===== src/rtl/snn_feeder.sv =====
// snn_feeder: holds host-loaded image/kernel/weight bytes and streams one
// 72-beat frame into the SNN, then waits for its result (or a timeout) and
// reports result, latency and error status back to the host.
module snn_feeder (
  input  logic        clk,
  input  logic        rst_n,
  input  logic        wr_en,
  input  logic [1:0]  wr_sel,
  input  logic [6:0]  wr_addr,
  input  logic [7:0]  wr_data,
  input  logic        start,
  input  logic        cfg_cg_en,
  output logic        cg_en,
  output logic        in_valid,
  output logic [7:0]  img,
  output logic [7:0]  ker,
  output logic [7:0]  weight,
  input  logic        out_valid,
  input  logic [9:0]  out_data,
  output logic        busy,
  output logic        done,
  output logic [9:0]  result,
  output logic [10:0] latency,
  output logic        timeout,
  output logic        err
);

  typedef enum logic [1:0] {
    ST_IDLE = 2'd0,
    ST_SEND = 2'd1,
    ST_WAIT = 2'd2,
    ST_DONE = 2'd3
  } state_t;

  localparam logic [6:0]  LAST_K      = 7'd71;
  localparam logic [10:0] TIMEOUT_CNT = 11'd999;  // 1000th WAIT cycle
  localparam logic [10:0] LAT_MAX     = 11'd2047;

  state_t      state_r, state_next_s;
  logic [6:0]  k_r, k_next_s;
  logic [10:0] lat_cnt_r;

  logic [7:0]  img_buf_r    [72];
  logic [7:0]  ker_buf_r    [9];
  logic [7:0]  weight_buf_r [4];

  logic        in_valid_s, busy_s, done_s;
  logic [7:0]  img_s, ker_s, weight_s;

  logic        start_acc_s;
  logic        timeout_hit_s;

  assign start_acc_s   = (state_r == ST_IDLE) && start;
  assign timeout_hit_s = (state_r == ST_WAIT) && !out_valid && (lat_cnt_r == TIMEOUT_CNT);

  // Host write port into the frame buffers; only accepted while idle and in range.
  always_ff @(posedge clk or negedge rst_n) begin
    if (!rst_n) begin
      for (int i = 0; i < 72; i++) img_buf_r[i]    <= 8'd0;
      for (int i = 0; i < 9;  i++) ker_buf_r[i]    <= 8'd0;
      for (int i = 0; i < 4;  i++) weight_buf_r[i] <= 8'd0;
    end else if (wr_en && (state_r == ST_IDLE)) begin
      case (wr_sel)
        2'd0:    if (wr_addr < 7'd72) img_buf_r[wr_addr]          <= wr_data;
        2'd1:    if (wr_addr < 7'd9)  ker_buf_r[wr_addr[3:0]]     <= wr_data;
        2'd2:    if (wr_addr < 7'd4)  weight_buf_r[wr_addr[1:0]]  <= wr_data;
        default: ;
      endcase
    end
  end

  // FSM state and beat-counter register.
  always_ff @(posedge clk or negedge rst_n) begin
    if (!rst_n) begin
      state_r <= ST_IDLE;
      k_r     <= 7'd0;
    end else begin
      state_r <= state_next_s;
      k_r     <= k_next_s;
    end
  end

  // Next-state and next-beat decode.
  always_comb begin
    state_next_s = state_r;
    k_next_s     = k_r;
    case (state_r)
      ST_IDLE: begin
        if (start) begin
          state_next_s = ST_SEND;
          k_next_s     = 7'd0;
        end else begin
          state_next_s = ST_IDLE;
        end
      end
      ST_SEND: begin
        if (k_r == LAST_K) begin
          state_next_s = ST_WAIT;
          k_next_s     = 7'd0;
        end else begin
          k_next_s     = k_r + 7'd1;
        end
      end
      ST_WAIT: begin
        if (out_valid || (lat_cnt_r == TIMEOUT_CNT)) begin
          state_next_s = ST_DONE;
        end else begin
          state_next_s = ST_WAIT;
        end
      end
      ST_DONE: state_next_s = ST_IDLE;
      default: begin
        state_next_s = ST_IDLE;
        k_next_s     = 7'd0;
      end
    endcase
  end

  // Output decode from the upcoming state so the stream outputs can be registered.
  always_comb begin
    in_valid_s = 1'b0;
    img_s      = 8'd0;
    ker_s      = 8'd0;
    weight_s   = 8'd0;
    busy_s     = (state_next_s != ST_IDLE);
    done_s     = (state_next_s == ST_DONE);
    if (state_next_s == ST_SEND) begin
      in_valid_s = 1'b1;
      img_s      = img_buf_r[k_next_s];
      ker_s      = (k_next_s < 7'd9) ? ker_buf_r[k_next_s[3:0]]    : 8'd0;
      weight_s   = (k_next_s < 7'd4) ? weight_buf_r[k_next_s[1:0]] : 8'd0;
    end else begin
      in_valid_s = 1'b0;
    end
  end

  // Registered SNN-facing and status outputs.
  always_ff @(posedge clk or negedge rst_n) begin
    if (!rst_n) begin
      in_valid <= 1'b0;
      img      <= 8'd0;
      ker      <= 8'd0;
      weight   <= 8'd0;
      busy     <= 1'b0;
      done     <= 1'b0;
    end else begin
      in_valid <= in_valid_s;
      img      <= img_s;
      ker      <= ker_s;
      weight   <= weight_s;
      busy     <= busy_s;
      done     <= done_s;
    end
  end

  // Response latency counter: cleared while sending, saturating count while waiting.
  always_ff @(posedge clk or negedge rst_n) begin
    if (!rst_n) begin
      lat_cnt_r <= 11'd0;
    end else if (state_r == ST_SEND) begin
      lat_cnt_r <= 11'd0;
    end else if ((state_r == ST_WAIT) && !out_valid && (lat_cnt_r != LAT_MAX)) begin
      lat_cnt_r <= lat_cnt_r + 11'd1;
    end else begin
      lat_cnt_r <= lat_cnt_r;
    end
  end

  // Frame status: cleared on accepted start, captured in WAIT, held until the next start.
  always_ff @(posedge clk or negedge rst_n) begin
    if (!rst_n) begin
      cg_en   <= 1'b0;
      result  <= 10'd0;
      latency <= 11'd0;
      timeout <= 1'b0;
      err     <= 1'b0;
    end else if (start_acc_s) begin
      cg_en   <= cfg_cg_en;
      result  <= 10'd0;
      latency <= 11'd0;
      timeout <= 1'b0;
      err     <= 1'b0;
    end else if ((state_r == ST_SEND) && out_valid) begin
      err     <= 1'b1;
    end else if ((state_r == ST_WAIT) && out_valid) begin
      result  <= out_data;
      latency <= lat_cnt_r + 11'd1;
    end else if (timeout_hit_s) begin
      result  <= 10'd0;
      latency <= lat_cnt_r + 11'd1;
      timeout <= 1'b1;
    end else begin
      err     <= err;
    end
  end

endmodule

===== config.mk =====
export PLATFORM = sky130hd
export DESIGN_NAME = snn_feeder
export DESIGN_NICKNAME = d
export VERILOG_FILES = /design/src/rtl/snn_feeder.sv
export SDC_FILE = /design/constraint.sdc
export NUM_CORES = 1
export LEC_CHECK = 0
export CAP_MARGIN = 10
export CORE_ASPECT_RATIO = 1.25
export CORE_UTILIZATION = 25
export DETAILED_ROUTE_END_ITERATION = 8
export PLACE_DENSITY = 0.48
export REMOVE_ABC_BUFFERS = 1
export SKIP_CTS_REPAIR_TIMING = 1
export SYNTH_ARGS = -nofsm -noshare
export SYNTH_HDL_FRONTEND = slang
export SYNTH_SLANG_ARGS = --single-unit

===== constraint.sdc =====
create_clock -name clk -period 2.95 [get_ports clk]
set_input_delay 0.59 -clock clk [delete_from_list [all_inputs] [get_ports clk]]
set_output_delay 0.59 -clock clk [all_outputs]
set_load 0.005 [all_outputs]

# After elaboration in Yosys (flattened, before gate mapping)
# Cells that the tools add are included.
dict set report word_totals {
  register_bits 751
  latch_bits 0
  mem_bits_rw 0
  mem_bits_ro 0
  input_bits 33
  word_cells 204
  n_memories 0
}
dict set report op_classes {
  n_addsub 2
  n_mul 0
  div_mod_pow 0
  n_lt_le_gt_ge 14
  n_eq_ne 12
  n_shift 0
  n_mux 47
  n_bitwise 6
  reduce_logical 24
}
# operator n
set ops {}
lappend ops {{576-bit bitwise mux} 1}
lappend ops {{8-bit 2-to-1 mux} 14}
lappend ops {{72-bit bitwise mux} 1}
lappend ops {{11-bit 2-to-1 mux} 6}
lappend ops {{8-bit binary-select mux with 7-bit select} 1}
lappend ops {{8-bit demux with 7-bit select} 1}
lappend ops {{10-bit 2-to-1 mux} 4}
lappend ops {{8-bit binary-select mux with 4-bit select} 1}
lappend ops {{32-bit bitwise mux} 1}
lappend ops {{8-bit demux with 4-bit select} 1}
lappend ops {{8-bit binary-select mux with 2-bit select} 1}
lappend ops {{8-bit demux with 2-bit select} 1}
lappend ops {{8-bit greater-or-equal comparator, second input constant} 2}
lappend ops {{7-bit NOT with 8-bit output} 2}
lappend ops {{7-bit by 3-bit less-than comparator with 1-bit output, second input constant} 2}
lappend ops {{7-bit by 4-bit less-than comparator with 1-bit output, second input constant} 2}
lappend ops {{7-bit 2-to-1 mux} 2}
lappend ops {{7-bit one-hot mux with 2 select lines} 1}
lappend ops {{3-bit AND reduction} 4}
lappend ops {{11-bit by 1-bit adder with 11-bit output, second input constant} 1}
lappend ops {{11-bit by 10-bit equality test with 1-bit output, second input constant} 1}
lappend ops {{11-bit != test, second input constant} 1}
lappend ops {{5-bit greater-or-equal comparator, second input constant} 2}
lappend ops {{1-bit logical AND} 10}
lappend ops {{21 further kinds} 42}

# Longest topological paths before layout
dict set report depth {
  word_depth 9
  depth_mapped 15
  depth_no_buf 10
}

# Worst setup path after synthesis
# Ideal clock, no wire load.
dict set report synth_path {
  kind {register to register}
  from {register k_r[0]}
  to {register img[0]}
  setup_ns 0.104
  t_arrival_ns 2.865
  path_slack_ns -0.019
  stages_incl_launch_ff 13
  synth_period_minus_slack_ns 2.969
  path_cell_list {dfrtp_1 -> ha_1 -> nand4b_1 -> or4_1 -> buf_4 -> nand2_8 -> inv_6 -> buf_6 -> mux2i_1 -> mux4_2 -> and2_1 -> a2111o_1 -> a221oi_1}
}
dict set report synth_between {
  elab_chain_cells 8
  word_cells_on_any_way 13
  cone_classes {add/sub (1); eq/ne (2); mux (9); bitwise (1)}
}
# element line_no
set synth_rtl {}
lappend synth_rtl {{from (decl)} 40} ;# logic [6:0] k_r, k_next_s;
lappend synth_rtl {{from (signal assigned)} 79} ;# k_r <= k_next_s;
lappend synth_rtl {{7-bit by 1-bit adder with 7-bit output or 7-bit equality test (tied branches)} {101, 97}}
lappend synth_rtl {{7-bit 2-to-1 mux} 97} ;# if (k_r == LAST_K) begin
lappend synth_rtl {{7-bit one-hot mux with 2 select lines} 87} ;# case (state_r)
lappend synth_rtl {{7-bit NOT with 8-bit output (not written as such)} 129} ;# img_s = img_buf_r[k_next_s];
lappend synth_rtl {{8-bit binary-select mux with 7-bit select} 129}
lappend synth_rtl {{8-bit 2-to-1 mux (not written as such) (2 in a row)} 129}
lappend synth_rtl {{8-bit 2-to-1 mux *} 127} ;# if (state_next_s == ST_SEND) begin
lappend synth_rtl {{via img_s[0]} 48} ;# logic [7:0] img_s, ker_s, weight_s;
lappend synth_rtl {{to (signal assigned)} 148} ;# img <= img_s;
lappend synth_rtl {{to (decl)} 15} ;# output logic [7:0] img,
# Mark *: on every way through the listed nets, which the timed path passes. The rest lies on a longest branch. The select of a mux whose other input is x is not followed.
# A chain may end at the register's enable or synchronous reset.

# Worst setup path after layout
dict set report layout_path {
  from {register k_r[1]}
  to {register img[4]}
}
# The elaborated chain is that of the path after synthesis.

==> metrics.csv <==
stage,metric,value,unit
outcome,status,finished with violations,
outcome,violations,negative setup slack,
run,drv_cap,0,
hold_path,holdPathStages,2,
synthesis,synth_flop_cell,dfrtp_1,
grt,grt_pass1_wl,178,mm
synthesis,yosys_warnings,0,
sta,period_share,1.11,
sta,timing.slew.headroom,0.475,
sta,fmax,306,MHz
sta,fin_crit,3270,ps
clock_tree,cts_max_level,3,
synthesis,synth_area,0.0347,mm²
cells_and_area,layout.nets,3293,
routing,vias_per_cell,4.82,
sta,worst_slack,-322,ps
routing,drc,0,
place,place.gp.congestion,0.882,
critical_path,cp_data_required_time,3510,ps
sta,hold_viol,0,
cells_and_area,area_growth,29.5,%
floorplan,start_util,0.252,
routing,ant_nets,0,
routing,drt_pre_antenna_iters,6,
synthesis,ys_ff_latch,751,
place,place_inst,4983,
floorplan,std_cell_rows,152,
critical_path,critPathKind,flip-flop to flip-flop,
cells_and_area,fin_util,0.327,
clock_tree,clock_sinks,751,
synthesis,synth_edf_count,0,
clock_tree,cts_tree,done,
sta,rsz0062_at_grt,yes,
critical_path,path_max_fanout,7,
place,placed_cell_area,0.0408,mm²
clock_tree,clkTransAtPathRegs,60,ps
cells_and_area,finish.instance_area,0.0449,mm²
clock_tree,cts_buffer_depth,3,
critical_path,cp-end-kind,flip-flop,
grt,grt_pass1_vias,25800,
critical_path,critPathArrivalTime,3830,ps
pwr,pwr_density_cell,957,mW/mm²
synthesis,synth_cell_types,67,
cells_and_area,nFillCells,13800,
synthesis,synthArstFlopShare,1.00,
hold_path,hold_path.class,input pin to flip-flop,
grt,gr-total-overflow,0,
floorplan,die_area,0.140,mm²
sta,clock_skew,27.4,ps
routing,routed_wl,121,mm
sta,worstMarginPinSlew,788,ps
sta,setup_viol,15,
sta,slew_violations,0,
routing,drt_iter0_drc,1428,
grt,antenna_found_initial,1,
place,portBuffers,83,
grt,grt_max_degree,77,
critical_path,reg2reg_depth,12,
floorplan,coreArea,0.138,mm²
floorplan,chipWidth,335,µm
clock_tree,cts.root.buffer_cell,clkbuf_16,
routing,dr_total_vias,24900,
cells_and_area,final_cells,5179,
cells_and_area,multi_input_area,0.0156,mm²
pwr,p_leak,21.1,nW
pwr,ir_drop,0.575,mV
clock_tree,clkLatencyLatePin,690,ps
synthesis,synth_cells,2834,
floorplan,ios,84,
cells_and_area,register_area,0.0188,mm²
cells_and_area,drive_gt1_frac,0.436,
synthesis,postSynthAreaPerCell,12.2,µm²
critical_path,startpoint_type,flip-flop,
clock_tree,numCtsBuffers,87,
pwr,total_power,43.0,mW
place,dp_hpwl,82.0,mm
grt,track_usage,0.170,
routing,wl_per_cell,23.3,µm
synthesis,yosysSeqAreaShare,0.542,
floorplan,die_y,418,µm
place,place_worst_setup_slack,-766,ps
## through the flow
step / TNS (ps) / hold WS (ps)
floorplan: -173760 / 294
global placement: -12460 / 462
detailed placement: -11970 / 471
CTS: -8740 / -48.2
global route: -3290 / 320
finish: -1840 / 311
## path summary, 6_finish.rpt
| check | from | end | slack, ps |
|---|---|---|---|
| min reg2reg | latency[5] | latency[5] | 470 |
| max in group asynchronous | rst_n | weight_buf_r[15] | 1480 |
| min | wr_data[0] | img_buf_r[424] | 310 |
| min in group asynchronous | rst_n | img_buf_r[421] | 560 |
| max | k_r[1] | img[4] | -320 |
| max reg2reg | k_r[1] | img[4] | -320 |
## kinds of logic after synthesis
| group | share of synthesized area |
|---|---|
| AO/OA/AOI/OAI | 0.0687 |
| XOR/XNOR | 0.00253 |
| adder cells (fa/ha/maj) | 0.000722 |
| buffers and inverters | 0.0295 |
| flip-flops | 0.542 |
| multiplexers | 0.260 |
| AND/OR/NAND/NOR | 0.0961 |
## worst max-delay path, stage by stage, from the launching register on
cell and delay, ps:
dfrtp_1 410, ha_4 180, nand4b_1 120, or4_4 570, nand2_8 130, inv_8 70
buf_12 150, buf_8 130, mux2_2 260, mux4_2 570, o2111ai_2 250, o31ai_2 90
a31o_1 200
## per-layer routing
| layer | share of wire | global-route usage | wire length, µm |
|---|---|---|---|
| met1 | 0.44 | 0.220 | 53100 |
| met2 | 0.49 | 0.289 | 59000 |
| met3 | 0.034 | 0.0212 | 4130 |
| met4 | 0.037 | 0.0642 | 4420 |
| met5 | 0 | 0 | 0 |
## power breakdown
part / internal [mW] / switching (mW)
sequential: 10.6 / 0.221
combinational: 8.70 / 12.5
clock: 6.42 / 4.56
total: 25.7 / 17.2
## area by class of cell
cell class | count | area share
antenna | 2 | 0.000111
multi-input combinational | 1865 | 0.348
clock inverter | 25 | 0.00755
tap | 1848 | 0.0515
timing repair buffer | 540 | 0.117
clock buffer | 135 | 0.0561
inverter | 13 | 0.00131
sequential | 751 | 0.419
## flip-flops by register name (all words and copies together) (netlist names), 8 cells and up
signal        flops
result           10
ker_buf_r        72
weight_buf_r     32
img_buf_r       576
lat_cnt_r        11
img               8
ker               8
latency          11
weight            8
## cell usage after synthesis (4+ instances only)
master | count | area (µm²)
nor2_1 | 64 | 240
a211oi_1 | 72 | 541
a21oi_1 | 41 | 205
a32oi_1 | 9 | 78.8
o31ai_1 | 4 | 30.0
nor3_2 | 9 | 90.1
mux2_2 | 687 | 7740
buf_4 | 7 | 52.6
o21bai_1 | 4 | 30.0
nand4_1 | 6 | 37.5
o211ai_1 | 4 | 30.0
nor3_1 | 17 | 85.1
buf_2 | 36 | 180
nand2b_1 | 8 | 50.1
a221oi_1 | 7 | 61.3
nand3_1 | 77 | 385
mux4_2 | 25 | 563
nor2b_1 | 4 | 25.0
and3_1 | 82 | 513
and2_1 | 11 | 68.8
o22ai_1 | 23 | 144
mux2i_1 | 70 | 701
nor4_1 | 15 | 93.8
inv_1 | 7 | 26.3
xnor2_1 | 6 | 52.6
o221ai_1 | 13 | 114
a31oi_1 | 42 | 263
clkbuf_1 | 142 | 533
dfrtp_1 | 751 | 18800
xor2_1 | 4 | 35.0
o21ai_0 | 43 | 215
buf_6 | 17 | 191
nand2_1 | 420 | 1580
clkinv_1 | 4 | 15.0
a22o_1 | 10 | 87.6
a22oi_1 | 5 | 37.5
or3_1 | 6 | 37.5
a311oi_1 | 35 | 307
## cells in the final DEF, fill, tap and decap left out, types with 10 or more instances in the layout
master and instances:
dfrtp_1 751, mux2_2 687, nand2_1 412, buf_4 376, clkbuf_16 91, and3_1 76
nand3_1 74, clkdlybuf4s50_1 74, nor2_1 64, a211oi_1 62, mux2i_1 61, buf_12 61
a31oi_1 37, o21ai_0 35, a21oi_1 32, clkbuf_1 32, mux4_2 25, a311oi_2 19
o22ai_1 17, clkbuf_8 16, a311oi_1 14, nor3_2 14, buf_6 14, clkinv_2 12
nor3_1 11, o221ai_2 10, a22o_1 10
No activity file was read; power rests on OpenSTA's default activity.
